File: src/rtl/vx_gpu_pkg.sv
// Shared GPU-side types for the global barrier path. The request/response
// structs are also used by the core-side scheduler, so their field widths
// follow the package-level barrier configuration below.
package vx_gpu_pkg;

    // Minimum-one-bit log2, used for index and count widths.
    function automatic int clog2_min1(input int n);
        return (n > 1) ? $clog2(n) : 1;
    endfunction

    localparam int GBAR_NUM_CORES    = 4;
    localparam int GBAR_NUM_BARRIERS = 4;
    localparam int GBAR_CW           = clog2_min1(GBAR_NUM_CORES);
    localparam int GBAR_BW           = clog2_min1(GBAR_NUM_BARRIERS);

    // One barrier arrival as seen by the barrier unit.
    typedef struct packed {
        logic [GBAR_BW-1:0] id;
        logic [GBAR_CW-1:0] size_m1;
        logic [GBAR_CW-1:0] core_id;
    } gbar_req_t;

    // Broadcast release of one barrier.
    typedef struct packed {
        logic [GBAR_BW-1:0] id;
    } gbar_rsp_t;

endpackage

File: src/rtl/vx_generic_arbiter.sv
// Generic request arbiter. TYPE "R" rotates priority past each granted index
// on a handshake; any other TYPE keeps fixed priority starting at index 0.
// LOCK_ENABLE holds a grant that has not been accepted yet.
//
// Handshake: a grant completes on the cycle where grant_valid && grant_ready
// are both high; only then does the priority pointer move.
module vx_generic_arbiter #(
    parameter int    NUM_REQS     = 4,
    parameter string TYPE         = "R",
    parameter bit    LOCK_ENABLE  = 1'b0,
    parameter int    LOG_NUM_REQS = (NUM_REQS > 1) ? $clog2(NUM_REQS) : 1
) (
    input  logic                    clk,
    input  logic                    reset,
    input  logic [NUM_REQS-1:0]     requests,
    output logic [LOG_NUM_REQS-1:0] grant_index,
    output logic [NUM_REQS-1:0]     grant_onehot,
    output logic                    grant_valid,
    input  logic                    grant_ready
);

    localparam int LW     = LOG_NUM_REQS;
    localparam bit ROTATE = (TYPE == "R");

    logic [LW-1:0] ptr_q, ptr_d;
    logic          locked_q, locked_d;
    logic [LW-1:0] lock_idx_q, lock_idx_d;
    logic [LW-1:0] pick_idx;
    logic          pick_valid;

    // Find the first asserted request at or after the priority pointer.
    always_comb begin : search
        int idx;
        pick_idx   = '0;
        pick_valid = 1'b0;
        idx        = 0;
        for (int k = 0; k < NUM_REQS; k++) begin
            idx = (int'(ptr_q) + k) % NUM_REQS;
            if (!pick_valid && requests[LW'(idx)]) begin
                pick_valid = 1'b1;
                pick_idx   = LW'(idx);
            end
        end
    end

    // Select between a held (locked) grant and the fresh search result.
    always_comb begin : grant_sel
        grant_index = pick_idx;
        grant_valid = pick_valid;
        if (locked_q && requests[lock_idx_q]) begin
            grant_index = lock_idx_q;
            grant_valid = 1'b1;
        end
        grant_onehot = grant_valid ? (NUM_REQS'(1) << grant_index) : '0;
    end

    // Advance the pointer on handshake; optionally hold an unaccepted grant.
    always_comb begin : next_state
        ptr_d      = ptr_q;
        locked_d   = 1'b0;
        lock_idx_d = lock_idx_q;
        if (grant_valid && grant_ready) begin
            if (ROTATE) begin
                ptr_d = (grant_index == LW'(NUM_REQS - 1)) ? '0 : grant_index + LW'(1);
            end
        end else if (LOCK_ENABLE && grant_valid) begin
            locked_d   = 1'b1;
            lock_idx_d = grant_index;
        end
    end

    // Arbiter state registers.
    always_ff @(posedge clk) begin
        if (reset) begin
            ptr_q      <= '0;
            locked_q   <= 1'b0;
            lock_idx_q <= '0;
        end else begin
            ptr_q      <= ptr_d;
            locked_q   <= locked_d;
            lock_idx_q <= lock_idx_d;
        end
    end

endmodule

File: src/rtl/vx_gbar_unit.sv
// Global barrier unit. Cores announce arrival at a barrier id; once the
// required number of distinct cores has arrived, a single release pulse is
// broadcast one cycle later and the barrier starts a fresh epoch.
//
// Optional feature: define GBAR_PERF_EN to add perf_releases / perf_stalls.
//
// Handshake: a request fires when req_valid[i] && req_ready[i]. req_ready is
// one-hot (or zero) and depends only on round-robin arbitration, never on
// barrier state; it is forced low while reset is high.
module vx_gbar_unit
    import vx_gpu_pkg::*;
#(
    parameter string INSTANCE_ID   = "",
    parameter int    NUM_CORES     = GBAR_NUM_CORES,
    parameter int    NUM_BARRIERS  = GBAR_NUM_BARRIERS,
`ifdef GBAR_PERF_EN
    parameter int    PERF_CTR_BITS = 32,
`endif
    localparam int   CW            = clog2_min1(NUM_CORES),
    localparam int   BW            = clog2_min1(NUM_BARRIERS)
) (
    input  logic                           clk,
    input  logic                           reset,
    input  logic [NUM_CORES-1:0]           req_valid,
    input  logic [NUM_CORES-1:0][BW-1:0]   req_id,
    input  logic [NUM_CORES-1:0][CW-1:0]   req_size_m1,
    input  logic [NUM_CORES-1:0][CW-1:0]   req_core_id,
    output logic [NUM_CORES-1:0]           req_ready,
    output logic                           rsp_valid,
    output logic [BW-1:0]                  rsp_id
`ifdef GBAR_PERF_EN
    ,
    output logic [PERF_CTR_BITS-1:0]       perf_releases,
    output logic [PERF_CTR_BITS-1:0]       perf_stalls
`endif
);

    logic [CW-1:0]        grant_idx;
    logic [NUM_CORES-1:0] grant_onehot;
    logic                 grant_valid;
    logic                 fire;

    gbar_req_t            sel_req;
    logic [BW-1:0]        sel_id;
    logic [CW-1:0]        sel_size;
    logic [CW-1:0]        sel_core;
    logic [NUM_CORES-1:0] sel_mask;
    logic                 dup_fire;

    logic [CW-1:0]        ctr_q  [NUM_BARRIERS];
    logic [CW-1:0]        ctr_d  [NUM_BARRIERS];
    logic [NUM_CORES-1:0] mask_q [NUM_BARRIERS];
    logic [NUM_CORES-1:0] mask_d [NUM_BARRIERS];
    gbar_rsp_t            rsp_q, rsp_d;
    logic                 rsp_valid_q, rsp_valid_d;

    vx_generic_arbiter #(
        .NUM_REQS     (NUM_CORES),
        .TYPE         ("R"),
        .LOCK_ENABLE  (1'b0),
        .LOG_NUM_REQS (CW)
    ) u_arb (
        .clk          (clk),
        .reset        (reset),
        .requests     (req_valid),
        .grant_index  (grant_idx),
        .grant_onehot (grant_onehot),
        .grant_valid  (grant_valid),
        .grant_ready  (fire)
    );

    // Accept only the granted core; nothing is accepted during reset.
    always_comb begin : accept
        req_ready = reset ? '0 : grant_onehot;
        fire      = grant_valid && !reset;
    end

    // Gather the granted core's request into the shared request struct.
    always_comb begin : select
        sel_req.id      = GBAR_BW'(req_id[grant_idx]);
        sel_req.size_m1 = GBAR_CW'(req_size_m1[grant_idx]);
        sel_req.core_id = GBAR_CW'(req_core_id[grant_idx]);
        sel_id          = BW'(sel_req.id);
        sel_size        = CW'(sel_req.size_m1);
        sel_core        = CW'(sel_req.core_id);
        sel_mask        = mask_q[sel_id];
        dup_fire        = fire && sel_mask[sel_core];
    end

    // Count arrivals per barrier; the arrival that matches size_m1 releases.
    always_comb begin : barrier_update
        ctr_d       = ctr_q;
        mask_d      = mask_q;
        rsp_valid_d = 1'b0;
        rsp_d       = rsp_q;
        if (fire && !dup_fire) begin
            if (ctr_q[sel_id] == sel_size) begin
                ctr_d[sel_id]  = '0;
                mask_d[sel_id] = '0;
                rsp_valid_d    = 1'b1;
                rsp_d.id       = GBAR_BW'(sel_id);
            end else begin
                ctr_d[sel_id]            = ctr_q[sel_id] + CW'(1);
                mask_d[sel_id][sel_core] = 1'b1;
            end
        end
    end

    // Barrier state and release register.
    always_ff @(posedge clk) begin
        if (reset) begin
            for (int b = 0; b < NUM_BARRIERS; b++) begin
                ctr_q[b]  <= '0;
                mask_q[b] <= '0;
            end
            rsp_valid_q <= 1'b0;
            rsp_q       <= '0;
        end else begin
            ctr_q       <= ctr_d;
            mask_q      <= mask_d;
            rsp_valid_q <= rsp_valid_d;
            rsp_q       <= rsp_d;
        end
    end

    assign rsp_valid = rsp_valid_q;
    assign rsp_id    = BW'(rsp_q.id);

    // Report a core arriving twice at the same barrier epoch (ignored).
    always_ff @(posedge clk) begin
        if (!reset) begin
            assert (!dup_fire)
            else $warning("%s: duplicate barrier arrival core=%0d id=%0d",
                          INSTANCE_ID, sel_core, sel_id);
        end
    end

`ifdef GBAR_PERF_EN
    logic [PERF_CTR_BITS-1:0] perf_rel_q, perf_rel_d;
    logic [PERF_CTR_BITS-1:0] perf_stall_q, perf_stall_d;

    // Count release pulses and cycles where some valid request waits.
    always_comb begin : perf_next
        perf_rel_d   = perf_rel_q + PERF_CTR_BITS'(rsp_valid_q);
        perf_stall_d = perf_stall_q + PERF_CTR_BITS'(|(req_valid & ~req_ready));
    end

    // Performance counter registers.
    always_ff @(posedge clk) begin
        if (reset) begin
            perf_rel_q   <= '0;
            perf_stall_q <= '0;
        end else begin
            perf_rel_q   <= perf_rel_d;
            perf_stall_q <= perf_stall_d;
        end
    end

    assign perf_releases = perf_rel_q;
    assign perf_stalls   = perf_stall_q;
`endif

endmodule

File: config.mk
export PLATFORM = sky130hd
export DESIGN_NAME = vx_gbar_unit
export DESIGN_NICKNAME = d
export VERILOG_FILES = /design/src/rtl/vx_gpu_pkg.sv /design/src/rtl/vx_generic_arbiter.sv /design/src/rtl/vx_gbar_unit.sv
export SDC_FILE = /design/constraint.sdc
export NUM_CORES = 1
export LEC_CHECK = 0
export CAP_MARGIN = 20
export CORE_ASPECT_RATIO = 1.25
export CORE_MARGIN = 2
export CORE_UTILIZATION = 55
export DETAILED_ROUTE_END_ITERATION = 8
export DONT_BUFFER_PORTS = 1
export PLACE_DENSITY = 0.82
export SYNTH_ARGS = -nofsm -noshare
export SYNTH_HDL_FRONTEND = slang
export SYNTH_SLANG_ARGS = --single-unit
File: constraint.sdc
create_clock -name clk -period 3.15 [get_ports clk]
set_input_delay 0.63 -clock clk [delete_from_list [all_inputs] [get_ports clk]]
set_output_delay 0.63 -clock clk [all_outputs]
set_load 0.05 [all_outputs]
==> results.md <==
* Status: finished clean
* DR DRC count at 0
* Sequential area share after synthesis at 28.64%
* Vias/cell at 6.635
* Share of the synthesized area in the top cell type at 28.64%
* Leak at 0.8111 nW
* P per Cell Area at 728.0 nW/µm²
* H-tree depth at 2
* Ys async rst share at 0%
* Worst Tran Pin Value at 0.5495 ns
* Ys flop type: dfxtp_1
* EDFF count, synth at 0
* Ranking of synthesized cells by area: dfxtp_1 29%, mux2i_1 10%, a211oi_2 7.4%, a31oi_1 4.9%, a211oi_1 4.4%
* P&R area growth vs syn at 9.938%
* GRT overflow at 0
* Hold Crit Class: in2reg
* Clk Tree Root Cell: clkbuf_8
* RePlAce Congestion at 0.8930
* Final wirelength at 4850 µm
* HPWL after DPL at 3610 µm
* Placed Area at 2095 µm²
* Max clock buf depth at 2
* Clk pin slew, worst setup/hold paths at 0.07 ns
* Max-cap viol count at 0
* Ports at 37
* # port buffers at 0
* TritonCTS buffer count at 5
* Post-Synthesis Cells at 217
* Syn avg cell area at 9.341 µm²
* Vias in the first global route at 1762
* Max FO, Critical Path at 7
* Unrepaired setup endpoints after global routing: no
* Total power draw at 1.622 mW
* CP arrival at 3.20 ns
* Drt first pass iters at 4
* Most frequent cells in the layout: 29 x dfxtp_1, 20 x mux2i_1, 16 x a31oi_1
* Pin count of the biggest net entering global routing at 32
* Nets at 257
* Die ar. at 4190 µm²
* Die Ht at 71.88 µm
* Final instance area at 2228 µm²
* Initial Util at 57.69%
* CP Launch Type: primary input
* Minimum clock period at 2.984 ns
* Critical path type: in2reg
* Synth Warn # at 0
* Core Area at 3513 µm²
* Register share of total power at 29.8%
* Post-Syn Area at 2027 µm²
* WL/cell at 18.44 µm
* Final Non-Filler Cells at 263
* Die W at 58.30 µm
* Worst Skew at 0.007068 ns
* DP Cell Count at 255
* Netlist cell types at 51
* Req. time, crit path at 3.37 ns
* Fin worst setup slack at 0.1662 ns
* Worst vdd rail ir drop at 499.2 µV
* First-pass GRT wire length at 7990 µm
* WP buf/inv at 1
* Psw at 0.6716 mW
* Internal Power at 0.9505 mW
* Tot GR Track Use at 25.10%
* Pre-CTS WS at -0.07493 ns
* Vias at 1745
* Max Freq at 335.1 MHz
* Rel. slew slack at 63.03%
* CP max-delay cell: and4b_4
* Commonest non-fill, non-tap cell in the layout: dfxtp_1
* CP delay by family, top: simple AND/OR/NAND/NOR gates
* Initial antenna violation count at 0
* Routed Antenna Nets at 0
* CTS tree: done
* Synth area leader: dfxtp_1
* N_diodes at 0
* Share of cells above drive strength 1 at 25.00%
* Clk_lat worst skew at 0.29 ns
* Register bit total from synthesis at 29
* Comb power frac at 46.3%
* Setup TNS Final at 0 ns
* Final setup fails at 0
* Clock Power Share at 23.9%
* # clock sinks at 29
* Fin crit share at 94.72%
* # rows at 24
* Synth Net Count at 251
* Hold Violations, Final at 0
* Crit path cell chain: nor2b_2 > nor2_1 > o221a_2 > inv_2 > nand3_1 > and3_1 > a211oi_1 > o31ai_1 > and4b_4 > and2_1 > mux2i_1
* Sw Share at 41.40%
* Largest stage delay, worst path at 0.39 ns
* Iteration-0 DRC Markers at 129
* Final Max Slew Viols at 0
* CP endpoint kind: flop
## kinds of logic after synthesis
| group | count (synthesis) | share of synthesized area (%) |
|---|---|---|
| compound gates | 62 | 23.83 |
| xor+xnor | 4 | 1.729 |
| fa+ha+maj | 4 | 2.469 |
| buf+inv | 18 | 6.049 |
| flops | 29 | 28.64 |
| mux | 28 | 14.26 |
| simple gates | 72 | 23.03 |
## registers in the layout (all words and copies together) (netlist names)
| signal | flops |
|---|---|
| u_arb.ptr_q | 2 |
| mask_q | 16 |
| rsp_valid | 1 |
| rsp_id | 2 |
| ctr_q | 8 |
## cell usage after synthesis, types with 3 or more instances
cell type / n
dfxtp_1: 29
mux2i_1: 21
a31oi_1: 16
a211oi_1: 12
a211oi_2: 12
nand3_1: 11
nand2b_1: 10
nor2_1: 10
and2_1: 6
and3_1: 6
buf_6: 6
buf_2: 5
mux2_2: 5
nor2b_1: 5
o21ai_0: 5
ha_1: 4
o21ai_1: 4
a21oi_1: 3
nand2_1: 3
nor3_1: 3
o211ai_1: 3
## stage by stage
stage	hold slack [ns]	util (%)
2_1_floorplan	0.4689	-
3_3_place_gp	0.4900	59.62
3_5_place_dp	0.5004	59.62
4_1_cts	0.3962	62.89
5_1_grt	0.3872	63.43
6_report	0.3971	63.43
## worst paths after layout
check,startpoint,to,slack [ns],cells after the start
worst max-delay path,req_valid[2],ctr_q[3],0.17,11
worst min-delay path,reset,mask_q[11],0.40,1
worst max register to register,u_arb.ptr_q[1],ctr_q[3],0.19,10
worst min register to register,ctr_q[6],ctr_q[6],0.51,2
## metal layers
layer / up-vias / track usage, % / part of all wire [%]
li1: 824 / - / -
met1: 834 / 30.11 / 41
met2: 76 / 42.07 / 51
met3: 11 / 5.235 / 6.5
met4: 0 / 11.89 / 2.1
met5: - / 0 / 0
## final cells by class
type / instances / area [µm²]
Multi-Input combinational cell: 170 / 1343
Fill cell: 301 / 1285
Sequential cell: 29 / 580.6
Timing Repair Buffer: 14 / 130.1
Clock buffer: 5 / 68.82
Tap cell: 39 / 48.80
Clock inverter: 3 / 46.29
Inverter: 3 / 11.26
## power by group through the flow
stage / Sequential (mW) / Clock [mW] / Combinational [mW]
2_1_floorplan: 0.479 / 0 / 0.578
3_5_place_dp: 0.489 / 0 / 0.729
6_report: 0.483 / 0.388 / 0.752
4_1_cts: 0.482 / 0.391 / 0.735
3_3_place_gp: 0.489 / 0 / 0.714
5_1_grt: 0.488 / 0.407 / 0.814
## repair_timing
| item | 4_1_cts | 5_1_grt |
|---|---|---|
| setup buffers | 0 | 0 |
| endpoints found under the setup margin | 0 | 24 |
| hold buffers | 0 | 0 |
| hold endpoints to repair | 0 | 0 |
| resized for setup | 0 | 4 |
No activity file was read; power rests on OpenSTA's default activity.
